### src/rtl/clk_rate_generator.sv
// Four independent square-wave rate channels derived from one clock by half-period counters.
// Each channel also emits a registered one-cycle pulse whenever its output rises.
module clk_rate_generator #(
    parameter int HALF0 = 25000000,
    parameter int HALF1 = 12500000,
    parameter int HALF2 = 6250000,
    parameter int HALF3 = 3125000,
    parameter int CNT_W = 25
) (
    input  logic clk,
    input  logic reset,
    input  logic enable,
    input  logic clear,
    output logic out0,
    output logic out1,
    output logic out2,
    output logic out3,
    output logic rise0,
    output logic rise1,
    output logic rise2,
    output logic rise3
);

    localparam int HALF [4] = '{HALF0, HALF1, HALF2, HALF3};

    logic [3:0] w_out;
    logic [3:0] w_rise;

    generate
        for (genvar gi = 0; gi < 4; gi++) begin : g_ch
            // A half-period must fit in the counter as HALF-1 and be at least one cycle.
            if (HALF[gi] < 1 || (64'(HALF[gi]) >> CNT_W) != 64'd0) begin : g_bad_half
                $error("clk_rate_generator: half-period out of range for CNT_W");
            end

            localparam logic [CNT_W-1:0] LAST = CNT_W'(HALF[gi] - 1);

            logic [CNT_W-1:0] r_cnt;
            logic             r_out;
            logic             r_rise;

            always_ff @(posedge clk) begin
                if (reset || clear) begin
                    r_cnt  <= '0;
                    r_out  <= 1'b0;
                    r_rise <= 1'b0;
                end else if (enable) begin
                    if (r_cnt == LAST) begin
                        r_cnt  <= '0;
                        r_out  <= ~r_out;
                        r_rise <= ~r_out;
                    end else begin
                        r_cnt  <= r_cnt + CNT_W'(1);
                        r_rise <= 1'b0;
                    end
                end else begin
                    r_rise <= 1'b0;
                end
            end

            assign w_out[gi]  = r_out;
            assign w_rise[gi] = r_rise;
        end
    endgenerate

    assign out0  = w_out[0];
    assign out1  = w_out[1];
    assign out2  = w_out[2];
    assign out3  = w_out[3];
    assign rise0 = w_rise[0];
    assign rise1 = w_rise[1];
    assign rise2 = w_rise[2];
    assign rise3 = w_rise[3];

endmodule

### config.mk
export PLATFORM = sky130hd
export DESIGN_NAME = clk_rate_generator
export DESIGN_NICKNAME = d
export VERILOG_FILES = /design/src/rtl/clk_rate_generator.sv
export SDC_FILE = /design/constraint.sdc
export NUM_CORES = 1
export LEC_CHECK = 0
export ABC_AREA = 1
export CORE_ASPECT_RATIO = 0.5
export CORE_MARGIN = 5
export CORE_UTILIZATION = 31
export DETAILED_ROUTE_END_ITERATION = 8
export HOLD_SLACK_MARGIN = 0.15
export PLACE_DENSITY = 0.51
export SYNTH_ARGS = -nofsm -noshare
export SYNTH_HDL_FRONTEND = slang
export SYNTH_SLANG_ARGS = --single-unit
### constraint.sdc
create_clock -name clk -period 2.5 [get_ports clk]
set_clock_uncertainty 0.15 [all_clocks]
set_input_delay 0.5 -clock clk [delete_from_list [all_inputs] [get_ports clk]]
set_output_delay 0.5 -clock clk [all_outputs]
set_load 0.02 [all_outputs]
### Word-level counts from Yosys, hierarchy flattened

Cells that the tools add are included.

| storage, ports and cells | value |
|---|---|
| input bits | 4 |
| output and inout port bits | 8 |
| flip-flop bits (word level) | 108 |
| word-level logic and storage cells | 42 |

| operators by class | value |
|---|---|
| reduce and logical (&&, ||, !) cells | 9 |
| mux-type cells | 4 |
| equal/unequal tests | 4 |
| add/sub/neg operators | 4 |
| bitwise operators | 9 |

Operator list:

| operator | number |
|---|---|
| adder 25 x 1 -> 25 bit (second input constant) | 4 |
| 2-to-1 mux 25 bit | 4 |
| equality test 25 x 22 -> 1 bit (second input constant) | 1 |
| equality test 25 x 23 -> 1 bit (second input constant) | 1 |
| equality test 25 x 24 -> 1 bit (second input constant) | 1 |
| equality test 25 bit (second input constant) | 1 |
| OR reduction 3 bit | 4 |
| NOT 1 bit | 9 |
| AND reduction 2 bit | 4 |
| logical OR 1 bit | 1 |

### Longest topological paths before layout

Gate-level depths: netlist (run 1).

| depth | value |
|---|---|
| word-level depth | 3 |
| depth in mapped cells | 11 |
| depth with buffers taken out | 9 |

### Worst setup path before layout (run 1)

No wires, ideal clock.

| timing path | value |
|---|---|
| kind | input-to-reg |
| start | in enable |
| end | reg g_ch[3].r_out, in the netlist out3 |
| cell stages on the path | 11 |
| required time | 2.237 ns |
| arrival | 1.360 ns |
| buffers on the path | 2 |
| setup slack | 0.877 ns |
| setup time | 0.113 ns |
| path through | buf_6 inv_4 nor2_1 nand2_1 nor2_1 nand2_1 nor2_2 nor2_4 buf_6 nand2_1 nand2_1 |

| on the way | value |
|---|---|
| cells in the longest elaborated chain, start to end | 1 |

Ends and longest elaborated chain:

| element | line | text |
|---|---|---|
| start: declaration | 12 | `input logic enable,` |
| AND reduction 2 bit (no line) | n/a |  |
| end signal: assignment | 50 | `r_out <= ~r_out;` |
| end: declaration | 39 | `logic r_out;` |

No other way between the ends.
A chain may end at the register's enable or synchronous reset.

==> results.py, run 1 <==
metrics = {
    "logic_synthesis": {
        "synth_cell_types": 34,
        "yosysTopAreaCellShare_pct": 37.8,
        "synth_top_cell_by_area": "sky130_fd_sc_hd__dfxtp_1",
        "synth.ff_latch_count": 108,
        "yosys_warn_count": 0,
        "synthesis.area_um2": 5710,
        "postSynthAreaPerCell_um2": 6.34,
        "synth.area.top_cells": "sky130_fd_sc_hd__dfxtp_1 38%, sky130_fd_sc_hd__nand2_1 16%, sky130_fd_sc_hd__nor2_1 15%, sky130_fd_sc_hd__inv_1 6.4%, sky130_fd_sc_hd__nand3_1 4.8%",
        "synth-seq-area-share_pct": 37.8,
        "mappedNetlistNets": 910,
        "post_synth_inst_count": 902,
    },
    "critical_path": {
        "setup.worst_path.class": "input pin to register",
        "timing.critical_path.to_type": "register",
        "setup_crit_start_kind": "input pin",
        "required_time_at_the_endpoint_of_the_critical_path_ns": 2.64,
        "critical_path_arrival_ns": 2.17,
        "cp_max_fo": 24,
    },
    "timing": {
        "max_clock_freq_mhz": 493,
        "max_slew_margin_pct": 56.3,
        "final_critical_path_setup_slack_ns": 0.473,
        "final.setup.tns_ns": 0,
        "hold_viol_final": 0,
        "setup_viol": 0,
        "slew_viol_final": 0,
        "final_period_minus_worst_setup_slack_ns": 2.03,
        "rsz_0062_raised_after_global_routing": "false",
        "final.period_utilization_pct": 81.1,
        "tightestPinTransition_ns": 0.655,
    },
    "global_routing": {
        "wire_length_of_the_first_global_routing_pass_um": 22700,
        "grt.met2_usage_pct": 19.9,
        "grt_use_met3_pct": 2.47,
        "antenna_found_initial": 0,
        "busiest_layer": "met2",
        "vias_in_the_first_global_route": 4821,
        "grt_start_max_net_pins": 25,
        "use_met1_pct": 18.0,
        "global_route.usage.total_pct": 12.6,
        "grt_remaining_overflow": 0,
    },
    "routing": {
        "drt-wirelength-per-cell_um": 11.4,
        "routed-via-count": 5312,
        "route.detailed.vias_per_inst": 4.51,
        "drt-initial-drc-count": 293,
        "drt.antenna.violating_nets": 0,
        "totalWireLength_um": 13400,
        "drt-pass1-iter-count": 5,
        "drc": 0,
    },
    "cts": {
        "cts_resized": 0,
        "postCtsHoldBufs": 0,
        "cts.reportedPaths.clkPinSlew_ns": 0.08,
        "worstSkewPairLatency_ns": 0.35,
        "cts_tree": "yes",
        "tritoncts_sink_count": 108,
        "cts_setup_buffers": 0,
        "clock_tree.htree_level_count": 3,
        "max-clock-path-buffers": 2,
        "cts-buffers-inserted": 9,
        "clock-root-buffer": "sky130_fd_sc_hd__clkbuf_16",
    },
    "die": {
        "coreArea_um2": 18300,
        "die_h_um": 106,
        "top_level_ports": 12,
        "die-area_um2": 21400,
        "std_cell_rows": 35,
        "initial_utilization_pct": 31.3,
        "fp.dieW_um": 202,
    },
    "power": {
        "total_leakage_power_uw": 0.00238,
        "power.density_nw_per_um2": 511,
        "power.ir.vdd_worst_mv": 0.410,
    },
    "run_status": {
        "run_status": "finished clean",
    },
    "finish": {
        "layout.cell_area.non_filler_um2": 6510,
        "drive_above_1_share_pct": 5.98,
        "mostFrequentLayoutCells": "248 x sky130_fd_sc_hd__nand2_1, 232 x sky130_fd_sc_hd__nor2_1, 108 x sky130_fd_sc_hd__dfxtp_1",
        "layout.cells.most_common": "sky130_fd_sc_hd__nand2_1",
        "num-nets-final": 940,
        "area.growth.synth_to_final_pct": 13.9,
        "layout.filler_cells": 1976,
        "antenna_diodes": 0,
    },
    "placed_design": {
        "number_of_input_and_output_port_buffers_inserted": 11,
        "gp_congestion": 0.853,
        "pre_cts_ws_ns": 0.0808,
        "place_hpwl_um": 10100,
        "placed_cell_area_um2": 6200,
    },
    "min_path": {
        "hp-class": "register to register",
    },
    "flow_run": {
        "timing.max_cap.violations": 0,
    },
}
==> path summary, 6_finish.rpt <==
check | startpoint | to | slack, ns | cells after the start
max | enable | g_ch[0].r_cnt[24] | 0.47 | 10
min | out2 | out2 | 0.31 | 2
max reg2reg | g_ch[0].r_cnt[0] | g_ch[0].r_cnt[13] | 0.58 | 9
min reg2reg | out2 | out2 | 0.31 | 2
==> cell type report <==
cell class / count / area (um2) / share of cell area (%)
clock inverter: 7 / 83.8 / 1.29
multi-input combinational: 685 / 3100 / 47.7
sequential: 108 / 2160 / 33.2
tap: 240 / 300 / 4.61
inverter: 98 / 370 / 5.69
timing repair buffer: 30 / 265 / 4.07
clock buffer: 9 / 225 / 3.46
==> cell usage after synthesis <==
library cell and instances:
sky130_fd_sc_hd__nand4_1 13, sky130_fd_sc_hd__nor3b_2 1, sky130_fd_sc_hd__o22ai_1 1, sky130_fd_sc_hd__a211oi_1 2
sky130_fd_sc_hd__nor3_4 2, sky130_fd_sc_hd__buf_2 5, sky130_fd_sc_hd__nor3_1 32, sky130_fd_sc_hd__a31oi_1 2
sky130_fd_sc_hd__nor3b_1 3, sky130_fd_sc_hd__o21ai_2 1, sky130_fd_sc_hd__and3_1 2, sky130_fd_sc_hd__dfxtp_1 108
sky130_fd_sc_hd__and2_1 1, sky130_fd_sc_hd__o21bai_1 5, sky130_fd_sc_hd__xor2_1 17, sky130_fd_sc_hd__nor2_1 232
sky130_fd_sc_hd__inv_1 97, sky130_fd_sc_hd__clkbuf_1 1, sky130_fd_sc_hd__o21ai_0 7, sky130_fd_sc_hd__a21oi_1 21
sky130_fd_sc_hd__buf_6 3, sky130_fd_sc_hd__nand3_1 55, sky130_fd_sc_hd__nor2_2 11, sky130_fd_sc_hd__nor2_4 2
sky130_fd_sc_hd__nand3b_1 1, sky130_fd_sc_hd__xnor2_1 12, sky130_fd_sc_hd__ha_1 4, sky130_fd_sc_hd__or2_0 1
sky130_fd_sc_hd__o21ai_1 4, sky130_fd_sc_hd__nand3_2 3, sky130_fd_sc_hd__inv_4 1, sky130_fd_sc_hd__buf_4 2
sky130_fd_sc_hd__mux2i_1 2, sky130_fd_sc_hd__nand2_1 248
==> layer usage <==
layer  wire [um]  vias to the layer above
li1            -                     2864
met3         414                        5
met2        5690                       68
met1        7190                     2375
met4          84                        0
met5           0                        -
==> state kept, by name, summed over array words and instances (netlist names) <==
name,count
rise3,1
g_ch.r_cnt,100
out2,1
out1,1
rise2,1
out0,1
out3,1
rise0,1
rise1,1
==> stage by stage <==
stage	hold slack [ns]	total power, uW	utilization [%]	cells
floorplan	0.307	1830	-	902
global placement	0.298	1870	34.0	1161
detailed placement	0.304	1870	34.0	1161
CTS	0.316	3390	35.7	1177
global route	0.334	3470	35.7	1177
finish	0.314	3330	35.7	1177
==> power breakdown <==
group | leakage [uW] | internal [uW] | switching [uW] | total (uW)
Combinational | 0.00136 | 35.2 | 69.6 | 105
Clock | 0.000148 | 795 | 700 | 1490
Sequential | 0.000870 | 1720 | 4.03 | 1730
Total | 0.00238 | 2550 | 774 | 3330
==> logic make-up (layout without fill, tap and decap cells) <==
family | Yosys count | in the layout | share of synthesized area, %
multiplexers | 2 | 2 | 0.350
buffers and inverters | 109 | 144 | 7.84
XOR/XNOR | 29 | 29 | 4.44
AO/OA/AOI/OAI | 43 | 43 | 4.20
flip-flops | 108 | 108 | 37.8
adder cells (fa/ha/maj) | 4 | 4 | 0.876
AND/OR/NAND/NOR | 607 | 607 | 44.4
==> worst max-delay path, cell delays in order <==
cell                              delay [ns]
sky130_fd_sc_hd__clkdlybuf4s50_1        0.50
sky130_fd_sc_hd__buf_12                 0.19
sky130_fd_sc_hd__inv_4                  0.11
sky130_fd_sc_hd__buf_4                  0.18
sky130_fd_sc_hd__nor3_1                 0.21
sky130_fd_sc_hd__buf_4                  0.16
sky130_fd_sc_hd__nand3_1                0.10
sky130_fd_sc_hd__nand2_1                0.09
sky130_fd_sc_hd__nand2_1                0.05
sky130_fd_sc_hd__nor2_1                 0.07
Note: power is estimated with default switching activity, not from simulation.
==> run 2, diff against run 1 <==
Clock period 2.5 ns to 2.1 ns, I/O delays scaled along.
==> run 2 against run 1 <==
Against the previous run:
- final cell count increased by 2.1%
- core utilization is 1.1 points higher
- first-iteration DRC count is 0.34% lower
- die area did not move
- setup slack worse by 0.27 ns
- via count increased by 0.96%
- total power grew 21%
- register-to-register slack worse by 0.37 ns
- design area rose by 3.0%
- non-clock buffer count grew 25
- combinational power increased by 31%
- critical path type is now register to primary output
- largest power group unchanged
==> results.py, run 2 (synthesis results as in run 1) <==
metrics = {
    "critical_path": {
        "cpLargestDelayFamily": "buffers and inverters",
        "regToRegSetupSlack_ns": 0.21,
        "setup_crit_start_kind": "register",
        "required_time_at_the_endpoint_of_the_critical_path_ns": 1.53,
        "largest_stage_delay_on_the_critical_path_ns": 0.62,
        "worstReg2RegStart": "g_ch[0].r_cnt[0]",
        "critical_path.n_buffers_inverters": 1,
        "timing.critical_path.to_type": "primary output",
        "crit_chain": "clkdlybuf4s50_1",
        "worst_r2r_path_depth": 9,
        "crit_path_top_delay_cell": "sky130_fd_sc_hd__clkdlybuf4s50_1",
        "cp_max_fo": 3,
        "critical_path_arrival_ns": 1.33,
        "r2r-end": "g_ch[0].r_cnt[19]",
        "setup.worst_path.class": "register to primary output",
    },
    "cts": {
        "cts_resized": 0,
        "max-clock-path-buffers": 2,
        "cts.reportedPaths.clkPinSlew_ns": 0.07,
        "cts-buffers-inserted": 9,
        "postCtsHoldBufs": 0,
        "worstSkewPairLatency_ns": 0.34,
        "clock-root-buffer": "sky130_fd_sc_hd__clkbuf_16",
        "clock_tree.htree_level_count": 3,
        "cts_setup_buffers": 0,
        "cts_tree": "yes",
        "tritoncts_sink_count": 108,
    },
    "placed_design": {
        "place_hpwl_um": 10200,
        "number_of_input_and_output_port_buffers_inserted": 11,
        "gp_congestion": 0.847,
    },
    "die": {
        "top_level_ports": 12,
        "coreArea_um2": 18300,
        "initial_utilization_pct": 31.3,
        "die_h_um": 106,
        "std_cell_rows": 35,
        "fp.dieW_um": 202,
        "die-area_um2": 21400,
    },
    "routing": {
        "drt-pass1-iter-count": 4,
        "totalWireLength_um": 13400,
        "drt.antenna.violating_nets": 0,
        "route.detailed.vias_per_inst": 4.46,
        "drc": 0,
        "routed-via-count": 5363,
        "drt-initial-drc-count": 292,
        "drt-wirelength-per-cell_um": 11.2,
    },
    "timing": {
        "max_clock_freq_mhz": 526,
        "hold_ws_ns": 0.316,
        "slew_viol_final": 0,
        "hold_viol_final": 0,
        "max_slew_margin_pct": 57.1,
        "final.setup.tns_ns": 0,
        "tightestPinTransition_ns": 0.643,
        "rsz_0062_raised_after_global_routing": "false",
        "final_period_minus_worst_setup_slack_ns": 1.90,
        "setup_viol": 0,
        "final.period_utilization_pct": 90.6,
    },
    "finish": {
        "layout.cells.most_common": "sky130_fd_sc_hd__nand2_1",
        "antenna_diodes": 0,
        "num-nets-final": 965,
        "mostFrequentLayoutCells": "248 x sky130_fd_sc_hd__nand2_1, 232 x sky130_fd_sc_hd__nor2_1, 108 x sky130_fd_sc_hd__dfxtp_1",
        "max_reg_flops": 100,
        "drive_above_1_share_pct": 8.32,
        "largest_register": "g_ch.r_cnt",
        "area.growth.synth_to_final_pct": 17.4,
        "layout.filler_cells": 1939,
    },
    "power": {
        "power.ir.vdd_worst_mv": 0.323,
        "total_leakage_power_uw": 0.00251,
        "power.density_nw_per_um2": 602,
        "p_total_uw": 4040,
    },
    "min_path": {
        "hold_start": "out1",
        "hold_path_depth": 2,
        "hp-class": "register to register",
        "holdPathEnd": "out1",
    },
    "global_routing": {
        "grt_remaining_overflow": 0,
        "vias_in_the_first_global_route": 4898,
        "grt_start_max_net_pins": 17,
        "wire_length_of_the_first_global_routing_pass_um": 22900,
        "global_route.usage.total_pct": 12.7,
        "antenna_found_initial": 0,
    },
    "flow_run": {
        "timing.max_cap.violations": 0,
    },
    "run_status": {
        "run_status": "finished clean",
    },
}
## run 2: changes by cell type in the layout (fill, tap and decap cells not counted), sizes merged
cell / change
clkbuf: +2
buf: +25
bufinv: +1
inv: -2
clkinvlp: -1
## run 2: report_power, final
part,internal (uW),switching [uW],total (uW)
clock network,1070,771,1840
registers,2050,4.61,2060
logic,52.7,85.4,138
total,3180,861,4040
## run 2: final cells by class
type / count / area, um2 / share of cell area [%]
multi-input combinational: 685 / 3100 / 46.3
tap: 240 / 300 / 4.48
clock inverter: 5 / 75.1 / 1.12
timing repair buffer: 55 / 453 / 6.75
inverter: 98 / 370 / 5.52
sequential: 108 / 2160 / 32.2
clock buffer: 11 / 243 / 3.62
## run 2: routing by layer
layer / track usage [%] / up-vias / share of wire, %
li1: - / 2917 / -
met1: 17.8 / 2385 / 54
met2: 20.3 / 50 / 42
met3: 2.47 / 11 / 2.6
met4: 2.39 / 0 / 0.80
met5: 0 / - / 0
## run 2: through the flow
step	cell area [um2]	std cells	util [%]	setup slack, ns
detailed placement	6390	1186	35.0	-0.124
global placement	6390	1186	35.0	-0.157
floorplan	5710	902	-	0.557
CTS	6710	1202	36.7	0.181
global route	6710	1202	36.7	0.0146
finish	6710	1202	36.7	0.198
## run 2: how the worst max path moves through the flow
stage	cells after the start	slack [ns]	from	endpoint
2_1_floorplan	11	0.56	enable	out3
3_3_place_gp	9	-0.16	enable	g_ch[0].r_cnt[16]
3_5_place_dp	9	-0.12	enable	g_ch[0].r_cnt[12]
4_1_cts	1	0.18	out3	out3
5_1_grt	8	0.01	g_ch[1].r_cnt[0]	g_ch[1].r_cnt[15]
6_report	1	0.20	out3	out3
==> RTL change: new RTL, flow settings as in run 1 <==
Change the parameter `CNT_W` from 25 to 50.
--- a/src/rtl/clk_rate_generator.sv
+++ b/src/rtl/clk_rate_generator.sv
@@ -5,7 +5,7 @@
     parameter int HALF1 = 12500000,
     parameter int HALF2 = 6250000,
     parameter int HALF3 = 3125000,
-    parameter int CNT_W = 25
+    parameter int CNT_W = 50
 ) (
     input  logic clk,
     input  logic reset,
Function: no difference found for any inputs over 10 cycles, from zero or initial values; that may be too few to reach the edited logic, so the function may still have changed.
==> RTL change against run 1 <==
- critical path depth decreased by 9
- synthesized area increased by 120%
- sequential cell count increased by 100
- combinational power increased by 62%
- routed wire length increased to 2.7 times the old value
- power increased by 110%
- setup slack got worse by 0.21 ns
- cell area increased by 120%
- clock power increased by 130%
- critical path type is now flip-flop to output port
- critical endpoint is now out0
==> RTL change: results (changes against run 1) <==
Detailed routing
  – WL final: 36.4 mm (was 13.4 mm)
  – Vias per inst: 4.63 (was 4.51)
  – Drt first pass iters: 6 (was 5)
  – Initial drt markers: 840 (was 293)

Critical path
  – Crit path max fanout: 3 (was 24)
  – Crit-path leading delay family: buffers and inverters (unchanged)
  – Worst EP arrival: 1.59 ns (was 2.17 ns)
  – Reg-to-reg endpoint: g_ch[0].r_cnt[39] (was g_ch[0].r_cnt[13])
  – CP peak stage delay: 0.64 ns (was 0.50 ns)
  – FF-to-FF Start: g_ch[0].r_cnt[1] (was g_ch[0].r_cnt[0])
  – FF-to-FF setup slack: 0.43 ns (was 0.58 ns)

Worst hold path
  – Worst Hold Endpoint: g_ch[1].r_cnt[0] (was out2)
  – HP Start: enable (was out2)
  – Hold Path Class: input port to flip-flop (was flip-flop to flip-flop)
  – Hold Path Depth: 4 (was 2)

GRT
  – First-pass GRT wire length: 60.1 mm (was 22.7 mm)
  – Vias in the first global route: 11500 (was 4821)
  – Total GRT Usage: 16.1% (was 12.6%)
  – Largest net degree at the start of global routing: 26 (was 25)

Placed design
  – Detailed Place HPWL: 28.5 mm (was 10.1 mm)
  – GPL Wtd Cong: 0.889 (was 0.853)
  – Pre-CTS WS: 0.309 ns (was 0.0808 ns)

Synth
  – Top cells by area, synth: dfxtp_1 33%, nand2_1 17%, nor2_1 17% (was dfxtp_1 38%, nand2_1 16%, nor2_1 15%)
  – Cell variety after synth: 40 (was 34)
  – Most frequent cells after synthesis: 577 x nand2_1, 577 x nor2_1, 212 x inv_1 (was 248 x nand2_1, 232 x nor2_1, 108 x dfxtp_1)
  – Seq/Total Area, Yosys: 33.3% (was 37.8%)

Status
  – Status: completed (unchanged)

Clocking
  – Total CTS buffers: 24 (was 9)
  – H-tree depth: 1 (was 3)
  – CTS Buffer Depth: 3 (was 2)
  – Clk Latency, worst-skew pair: 0.54 ns (was 0.35 ns)
  – Clk slew on worst S/H paths: 0.06 ns (was 0.08 ns)

Power
  – Leak pwr: 0.00507 µW (was 0.00238 µW)
  – Max VDD drop: 0.350 mV (was 0.410 mV)

Timing
  – Slew @ Worst Pin: 0.549 ns (was 0.655 ns)

Final layout
  – Max reg flops: 200 (was 100)
  – Share of layout cells above drive strength 1: 5.90% (was 5.98%)
RTL change: cell types whose count changed after synthesis, sizes merged, moves of 40 or more:
cell   before  now
nand4      13   53
nor3       34   75
dfxtp     108  208
inv        98  213
nand2     248  588
nor2      245  610
nand3      58  127
RTL change: cell type report:
cell class | instances | area, µm²
clock inverters | 4 | 25.0
multi-input cells | 1619 | 7380
clock buffers | 37 | 731
inverters | 213 | 800
fillers | 4414 | 26000
repair buffers | 37 | 338
flip-flops and latches | 208 | 4160
well taps | 540 | 676
RTL change: per-stage QoR:
step | total power (µW) | util, % | area (µm²) | hold slack [ns] | instances
final | 6970 | 35.2 | 14100 | 0.276 | 2658
after global routing | 7240 | 35.2 | 14100 | 0.289 | 2658
after CTS | 7090 | 35.2 | 14100 | 0.251 | 2658
after detailed placement | 3570 | 33.3 | 13400 | 0.312 | 2617
after global placement | 3570 | 33.3 | 13400 | 0.307 | 2617
after floorplan | 3510 | - | 12500 | 0.315 | 2066
RTL change: report_power, final:
group	leakage [µW]	switching, µW	total, µW	internal, µW
Combinational	0.00303	119	170	51.2
Sequential	0.00168	5.03	3320	3320
Clock	0.000366	1480	3470	2000
RTL change: cells by family after synthesis:
group / count (synthesis) / share of synthesized area [%]
AND/OR/NAND/NOR: 1474 / 50.2
flip-flops: 208 / 33.3
buffers and inverters: 239 / 7.69
adder cells (fa/ha/maj): 4 / 0.400
AO/OA/AOI/OAI: 63 / 2.97
XOR/XNOR: 78 / 5.46
RTL change: worst max-delay path by stage:
stage	start	to	slack, ns	cells after the start
floorplan	enable	out0	0.69	10
global placement	enable	g_ch[3].r_cnt[28]	0.33	10
detailed placement	enable	g_ch[0].r_cnt[28]	0.31	9
CTS	out3	out3	0.21	1
global route	out3	out3	0.20	1
finish	out0	out0	0.26	1
RTL change: routing by layer:
layer,up-vias,wire length (µm),global-route usage [%]
li1,6518,-,-
met1,5536,18600,23.6
met2,204,15400,25.1
met3,49,1750,2.74
met4,0,659,2.85
met5,-,0,0
